==> src/rtl/pipe_hazard_ctrl_pkg.sv <==
// Shared types for the pipeline hazard controller: FSM states, forward-select
// encodings and the destination-tracker entry.
package pipe_hazard_ctrl_pkg;

    // Tracker entries store destinations zero-extended to this width (REG_AW <= 8).
    localparam int TRK_AW = 8;

    typedef enum logic [1:0] {
        ST_RUN   = 2'd0,
        ST_STALL = 2'd1,
        ST_FLUSH = 2'd2
    } haz_state_e;

    localparam logic [1:0] FWD_RF  = 2'd0;
    localparam logic [1:0] FWD_EX  = 2'd1;
    localparam logic [1:0] FWD_MEM = 2'd2;
    localparam logic [1:0] FWD_WB  = 2'd3;

    typedef struct packed {
        logic              valid;
        logic [TRK_AW-1:0] dest;
        logic              wr_en;
        logic              is_load;
    } trk_entry_t;

    function automatic logic entry_hit(trk_entry_t e, logic [TRK_AW-1:0] src, logic used);
        return e.valid & e.wr_en & used & (e.dest == src);
    endfunction

endpackage

==> src/rtl/pipe_hazard_ctrl_fwd_match.sv <==
// pipe_fwd_match: compares one RR source against the ex/mem/wb tracker and
// returns the youngest forwarding source plus an EX-stage load hit.
module pipe_fwd_match
    import pipe_hazard_ctrl_pkg::*;
(
    input  trk_entry_t        i_ex,
    input  trk_entry_t        i_mem,
    input  trk_entry_t        i_wb,
    input  logic [TRK_AW-1:0] i_src,
    input  logic              i_src_used,
    output logic [1:0]        o_fwd_sel,
    output logic              o_load_hit
);

    logic w_hit_ex;
    logic w_hit_mem;
    logic w_hit_wb;
    logic w_unused;

    assign w_hit_ex  = entry_hit(i_ex,  i_src, i_src_used);
    assign w_hit_mem = entry_hit(i_mem, i_src, i_src_used);
    assign w_hit_wb  = entry_hit(i_wb,  i_src, i_src_used);
    assign w_unused  = i_mem.is_load ^ i_wb.is_load;

    // Youngest producer wins.
    always_comb begin
        o_fwd_sel  = FWD_RF;
        o_load_hit = w_hit_ex & i_ex.is_load;
        if (w_hit_ex) begin
            o_fwd_sel = FWD_EX;
        end else if (w_hit_mem) begin
            o_fwd_sel = FWD_MEM;
        end else if (w_hit_wb) begin
            o_fwd_sel = FWD_WB;
        end else begin
            o_fwd_sel = FWD_RF;
        end
    end

endmodule

==> src/rtl/pipe_hazard_ctrl.sv <==
// Load-use stall, branch flush and operand forwarding control for a 5-stage pipe.
// Optional performance counters are enabled with `define HAZ_PERF_CNT_EN.
module pipe_hazard_ctrl
    import pipe_hazard_ctrl_pkg::*;
#(
    parameter int REG_AW    = 3,
    parameter int FLUSH_CYC = 2
) (
    input  logic              clk,
    input  logic              rst,
    input  logic              rr_valid,
    input  logic [REG_AW-1:0] rr_src1,
    input  logic [REG_AW-1:0] rr_src2,
    input  logic              rr_src1_used,
    input  logic              rr_src2_used,
    input  logic [REG_AW-1:0] rr_dest,
    input  logic              rr_wr_en,
    input  logic              rr_is_load,
    input  logic              br_taken,
    output logic              freeze,
    output logic              flush,
    output logic [1:0]        fwd1_sel,
    output logic [1:0]        fwd2_sel
`ifdef HAZ_PERF_CNT_EN
    ,
    output logic [15:0]       stall_cnt,
    output logic [15:0]       flush_cnt
`endif
);

    trk_entry_t r_ex;
    trk_entry_t r_mem;
    trk_entry_t r_wb;
    trk_entry_t w_ex_nxt;
    haz_state_e r_state;
    haz_state_e w_state_nxt;
    logic [2:0] r_flush_cnt;
    logic [2:0] w_flush_cnt_nxt;
    logic [1:0] w_sel1;
    logic [1:0] w_sel2;
    logic       w_ld_hit1;
    logic       w_ld_hit2;
    logic       w_hazard;

    pipe_fwd_match u_match1 (
        .i_ex       (r_ex),
        .i_mem      (r_mem),
        .i_wb       (r_wb),
        .i_src      (TRK_AW'(rr_src1)),
        .i_src_used (rr_src1_used),
        .o_fwd_sel  (w_sel1),
        .o_load_hit (w_ld_hit1)
    );

    pipe_fwd_match u_match2 (
        .i_ex       (r_ex),
        .i_mem      (r_mem),
        .i_wb       (r_wb),
        .i_src      (TRK_AW'(rr_src2)),
        .i_src_used (rr_src2_used),
        .o_fwd_sel  (w_sel2),
        .o_load_hit (w_ld_hit2)
    );

    // A taken branch masks the hazard so freeze and flush are never both high.
    assign w_hazard = (r_state == ST_RUN) & (w_ld_hit1 | w_ld_hit2);
    assign freeze   = w_hazard & ~br_taken;
    assign flush    = br_taken | (r_state == ST_FLUSH);
    assign fwd1_sel = flush ? FWD_RF : w_sel1;
    assign fwd2_sel = flush ? FWD_RF : w_sel2;

    // Next-state, flush counter and incoming EX entry.
    always_comb begin
        w_state_nxt     = r_state;
        w_flush_cnt_nxt = r_flush_cnt;
        w_ex_nxt        = '0;
        if (rr_valid & ~freeze & ~flush) begin
            w_ex_nxt.valid   = 1'b1;
            w_ex_nxt.dest    = TRK_AW'(rr_dest);
            w_ex_nxt.wr_en   = rr_wr_en;
            w_ex_nxt.is_load = rr_is_load;
        end else begin
            w_ex_nxt = '0;
        end
        if (br_taken) begin
            w_state_nxt     = ST_FLUSH;
            w_flush_cnt_nxt = 3'(FLUSH_CYC - 1);
        end else begin
            case (r_state)
                ST_RUN:   w_state_nxt = w_hazard ? ST_STALL : ST_RUN;
                ST_STALL: w_state_nxt = ST_RUN;
                ST_FLUSH: begin
                    if (r_flush_cnt == 3'd0) begin
                        w_state_nxt = ST_RUN;
                    end else begin
                        w_flush_cnt_nxt = r_flush_cnt - 3'd1;
                    end
                end
                default:  w_state_nxt = ST_RUN;
            endcase
        end
    end

    // Tracker shift and FSM state register.
    always_ff @(posedge clk) begin
        if (rst) begin
            r_ex        <= '0;
            r_mem       <= '0;
            r_wb        <= '0;
            r_state     <= ST_RUN;
            r_flush_cnt <= 3'd0;
        end else begin
            r_ex        <= w_ex_nxt;
            r_mem       <= r_ex;
            r_wb        <= r_mem;
            r_state     <= w_state_nxt;
            r_flush_cnt <= w_flush_cnt_nxt;
        end
    end

`ifdef HAZ_PERF_CNT_EN
    logic [15:0] r_stall_cnt;
    logic [15:0] r_flush_ev_cnt;

    // Saturating event counters.
    always_ff @(posedge clk) begin
        if (rst) begin
            r_stall_cnt    <= 16'd0;
            r_flush_ev_cnt <= 16'd0;
        end else begin
            if (freeze && (r_stall_cnt != 16'hFFFF)) begin
                r_stall_cnt <= r_stall_cnt + 16'd1;
            end
            if (br_taken && (r_flush_ev_cnt != 16'hFFFF)) begin
                r_flush_ev_cnt <= r_flush_ev_cnt + 16'd1;
            end
        end
    end

    assign stall_cnt = r_stall_cnt;
    assign flush_cnt = r_flush_ev_cnt;
`endif

endmodule

==> config.mk <==
export PLATFORM = sky130hd
export DESIGN_NAME = pipe_hazard_ctrl
export DESIGN_NICKNAME = d
export VERILOG_FILES = /design/src/rtl/pipe_hazard_ctrl_pkg.sv /design/src/rtl/pipe_hazard_ctrl_fwd_match.sv /design/src/rtl/pipe_hazard_ctrl.sv
export SDC_FILE = /design/constraint.sdc
export NUM_CORES = 1
export LEC_CHECK = 0
export ABC_AREA = 1
export CAP_MARGIN = 5
export CORE_MARGIN = 3
export CORE_UTILIZATION = 40
export DETAILED_ROUTE_END_ITERATION = 6
export GPL_TIMING_DRIVEN = 0
export PLACE_DENSITY = 0.74
export SLEW_MARGIN = 20
export SYNTH_ARGS = -nofsm -noshare
export SYNTH_HDL_FRONTEND = slang
export SYNTH_SLANG_ARGS = --single-unit
==> constraint.sdc <==
create_clock -name clk -period 0.98 [get_ports clk]
set_input_delay 0.245 -clock clk [delete_from_list [all_inputs] [get_ports clk]]
set_output_delay 0.245 -clock clk [all_outputs]
set_load 0.03 [all_outputs]
-- Word level (Yosys, flattened, before mapping)
Cells that the tools add are included.
- bits in registers: 36
- bits of input ports: 17
- output and inout bits: 6
- word-level logic and storage cells: 77
- add/subtract/negate cells: 1
- eq/ne operators: 10
- muxes and demuxes: 16
- bitwise logic cells: 28
- reductions and logical operators: 7
- operator list (operator ; number):
    equality test 8 x 3 -> 1 bit ; 6
    AND 1 bit ; 21
    2-to-1 mux 2 bit ; 10
    2-to-1 mux 11 bit ; 1
    NOT 1 bit ; 5
    2-to-1 mux 1 bit ; 4
    one-hot mux 2 bit (2 select lines) ; 1
    AND reduction 2 bit ; 2
    OR reduction 2 bit ; 2
    logical NOT 3 bit ; 1
    != test 3 x 2 -> 1 bit (second input constant) ; 1
    subtractor 3 x 1 -> 3 bit (second input constant) ; 1
    equality test 2 bit (second input constant) ; 1
    logical NOT 2 bit ; 1
    != test 2 x 1 -> 1 bit (second input constant) ; 1
    != test 2 bit (second input constant) ; 1
    bitwise OR 1 bit ; 2
    nonzero test 2 bit ; 1

-- Logic depth before layout (Yosys ltp)
- depth after elaboration: 12
- gate-level depth with buffers: 9
- gate-level depth less buffers: 9

-- Hierarchy
A second synthesis with hierarchy kept.
- cell total of the unflattened synthesis: 317
- area, all modules: 1804.2 sq um
- by module, submodules not included (module ; times used ; cells each ; area each (sq um) ; seq. area each (sq um)):
    pipe_fwd_match ; 2 ; 102 ; 452.9 ; 0.0
    pipe_hazard_ctrl ; 1 ; 113 ; 898.4 ; 460.4

-- Least setup slack after synthesis
No wires, ideal clock.
- path kind: register to output
- start point: register r_state[0]
- end point: output fwd1_sel[0]
- arrival time: 1.278 ns
- data required time: 0.735 ns
- slack: -0.543 ns
- cell stages (with the launch flop): 7
- path buffers: 0
- path through: dfxtp_1 > inv_1 > nand2_1 > inv_1 > nor2_1 > inv_1 > a21oi_1
- word-level cells in the longest chain between the ends: 3
- ends and longest elaborated chain (element ; line ; text):
    from (decl) ; pipe_hazard_ctrl.sv:35 ; haz_state_e r_state;
    from (signal assigned) ; pipe_hazard_ctrl.sv:116 ; r_state <= w_state_nxt;
    equality test 2 bit ; pipe_hazard_ctrl.sv:68 ; assign flush = br_taken | (r_state == ST_FLUSH);
    bitwise OR 1 bit ; pipe_hazard_ctrl.sv:68 ;
    via flush ; pipe_hazard_ctrl.sv:21 ; output logic flush,
    2-to-1 mux 2 bit ; pipe_hazard_ctrl.sv:69 ; assign fwd1_sel = flush ? FWD_RF : w_sel1;
    to (decl) ; pipe_hazard_ctrl.sv:22 ; output logic [1:0] fwd1_sel,
The timed path passes the listed nets, and every way through them passes these cells.

-- Final worst setup path
- start point: register r_mem[4] (netlist bit)
- end point: output fwd1_sel[0]
- word-level cells in the longest chain between the ends: 5
- ends and longest elaborated chain (element ; line ; text):
    from (decl) ; pipe_hazard_ctrl.sv:32 ; trk_entry_t r_mem;
    from (signal assigned) ; pipe_hazard_ctrl.sv:114 ; r_mem <= r_ex;
    equality test 8 x 3 -> 1 bit ; pipe_hazard_ctrl_pkg.sv:27 ; return e.valid & e.wr_en & used & (e.dest == src);
    AND 1 bit ; pipe_hazard_ctrl_pkg.sv:27 ;
    2-to-1 mux 2 bit ; pipe_hazard_ctrl_fwd_match.sv:31 ; end else if (w_hit_mem) begin
    2-to-1 mux 2 bit ; pipe_hazard_ctrl_fwd_match.sv:29 ; if (w_hit_ex) begin
    2-to-1 mux 2 bit ; pipe_hazard_ctrl.sv:69 ;
Every way passes these cells.

==> flow_summary.ini <==
[setup_path]
endpoint = fwd1_sel[0]
critPathLaunchType = flop
worstSetupStartpoint = r_mem[4]$_SDFF_PP0_
crit_arrival_ps = 1430
slowest_delay_ps = 350
r2r_slack_ps = -310
cp-end-kind = output port
slowest_stage = dfxtp_2
crit_fanout = 3
path_delay_family = flip-flops
r2r-start = r_ex[2]$_SDFF_PP0_
worstSetupPathType = flop to output port
r2r_end = r_ex[4]$_SDFF_PP0_
crit_chain = inv_2 -> nand2_2 -> a21oi_2 -> nand3_2 -> buf_4 -> nand2_2 -> a21oi_4 -> buf_6
critical_path.most_common_cell = nand2_2
worstPathRequired_ps = 730
path_depth = 8
crit_buf_inv = 3
reg2reg_depth = 10

[global_routing]
antenna_found_initial = 0
grt_max_degree = 12
grt_pass1_wl_mm = 4.416
grt_overflow = 0
grt_pass1_vias = 1119
gr-usage-all-layers_pct = 17.10

[timing]
period_share_pct = 171.2
finalSetupTns_ps = -6185
skew_ps = 5.713
worst_slew_pin_slew_ps = 321.2
timing.hold.ws_ps = 436.9
relSlewSlack_pct = 78.51
max_freq_mhz = 596.1
setup_viol = 17
period_minus_slack_ps = 1678
maxSlewViolCount = 0
fin_ws_ps = -697.5
rsz0062_at_grt = yes
hold_viol = 0

[synthesis]
netlist_area_sq_mm = 0.001071
synth_nets = 188
ys.flop_type = dfxtp_1
synth_edf_count = 0
synth_seq_cells = 21
ys_warn_count = 0
synth.distinct_cells = 15
synth_largest_area_cell = dfxtp_1
yosysMostFrequentCell = nand2_1
synthCells = 169
netlist.area_leader.share_pct = 39.25
yosys-top-cells-count = nand2_1 (47), inv_1 (35), nor2_1 (26)
synthTopCellsByArea = dfxtp_1 (39%), nand2_1 (16%), inv_1 (12%), nor2_1 (9.1%), a21oi_1 (5.1%)
ys_seq_area_share_pct = 39.25
async_flop_share_pct = 0
syn_avg_cell_area_sq_um = 6.337

[floorplan]
die_h_um = 57.75
rows = 18
start_util_pct = 42.46
dieArea_sq_mm = 0.003334
dieWidth_um = 57.75
ioPinCount = 23
coreArea_sq_mm = 0.002522

[drt]
dr.pass1.iters = 4
drt_iter0_markers = 17
wl_per_cell_um = 12.11
route.detailed.drc = 0
vias_per_cell = 4.741
ant_nets = 0
vias = 1133
drt_wl_total_mm = 2.894

[clock_tree]
clkTransAtPathRegs_ps = 100
clock_path_buffers = 2
cts.sinks = 21
cts_tree = yes
root_buffer = clkbuf_4
cts_hold_buf = 0
insertion_delay_ps = 310
cts-htree-levels = 1
cts_made_buffers = 3

[place]
io_buffers = 22
place_hpwl_mm = 1.914
place_congestion = 0.8205
place_ws_ps = -1417

[power_and_ir_drop]
powerDensity_mw_per_mm2 = 954.2
leakagePower_uw = 0.0007515
power.total_uw = 1632
peakVddDrop_uv = 956.7

[finish]
final_util_pct = 67.81
synthToLayoutAreaGrowth_pct = 59.70
fin_nets = 229
diodes = 0
n_fill_cell = 212
drive_gt1_share_pct = 46.89

[hold_path]
hp-class = input pin to flop
min_from = rr_wr_en

[status]
violations = setup timing
status = finished, violations left

[job]
max-cap-violations = 0
==> report_power, final <==
part / switching, uW / total (uW) / internal, uW
Sequential: 19.0 / 895 / 876
Combinational: 174 / 320 / 146
Clock: 258 / 418 / 159
==> worst min-delay path by stage <==
stage                                        to  slack [ps]  cells after the start
floorplan           r_flush_cnt[0]$_SDFFE_PP0P_         310                      1
global placement           r_mem[10]$_SDFF_PP0_         430                      2
detailed placement         r_mem[10]$_SDFF_PP0_         430                      2
CTS                     r_state[1]$_SDFFE_PP0P_         430                      3
global route                 r_ex[1]$_SDFF_PP0_         430                      3
finish                       r_ex[1]$_SDFF_PP0_         440                      3
==> area by class of cell <==
| class | instances | area (sq um) | area share, % |
|---|---|---|---|
| plain buffers | 1 | 7.507 | 0.4389 |
| clock buffers | 4 | 26.28 | 1.536 |
| inverters | 39 | 158.9 | 9.290 |
| multi-input cells | 108 | 704.4 | 41.19 |
| flip-flops and latches | 21 | 439.2 | 25.68 |
| well taps | 30 | 37.54 | 2.195 |
| repair buffers | 36 | 336.6 | 19.68 |
==> worst min-delay path, stage by stage <==
cell and delay, ps:
clkdlybuf4s50_1 390, inv_1 50, nor2_1 30
==> flip-flops by register name, summed over array words and instances (netlist names) <==
name         cells
r_ex             6
r_state          2
r_flush_cnt      3
r_mem            5
r_wb             5
==> kinds of logic (layout without fill, tap and decap cells) <==
group           after synthesis  in the layout  synth area share, %
simple gates                 88             88                33.88
buf+inv                      40             80                14.02
flops                        21             21                39.25
compound gates               12             12                5.607
xor+xnor                      6              6                4.907
fa+ha+maj                     2              2                2.336
==> cells in the final DEF (no fill, tap or decap), drive strengths merged <==
master / count
clkdlybuf4s50: 7
clkbuf: 4
or2: 2
nand4: 3
nor2: 26
dfxtp: 21
nand2: 49
o21ai: 1
inv: 39
xnor2: 6
a21oi: 11
ha: 2
nand3: 8
buf: 21
dlygate4sd2: 9
==> per-stage QoR <==
stage	cell area (sq um)	instances
final	1710	239
after global routing	1710	239
after CTS	1618	238
after detailed placement	1403	221
after global placement	1403	221
after floorplan	1145	169
==> layer usage <==
| layer | global-route usage [%] | vias up | routed length (um) |
|---|---|---|---|
| li1 | - | 579 | - |
| met4 | 9.603 | 0 | 89 |
| met2 | 31.29 | 27 | 1537 |
| met5 | 0 | - | 0 |
| met3 | 2.895 | 9 | 126 |
| met1 | 18.36 | 518 | 1141 |
==> timing repair <==
action / CTS / global route
endpoints found under the setup margin: 25 / 26
pin swaps: 15 / 11
resized for setup: 89 / 25
buffers inserted: 13 / 3
Note: power is estimated with default switching activity, not from simulation.
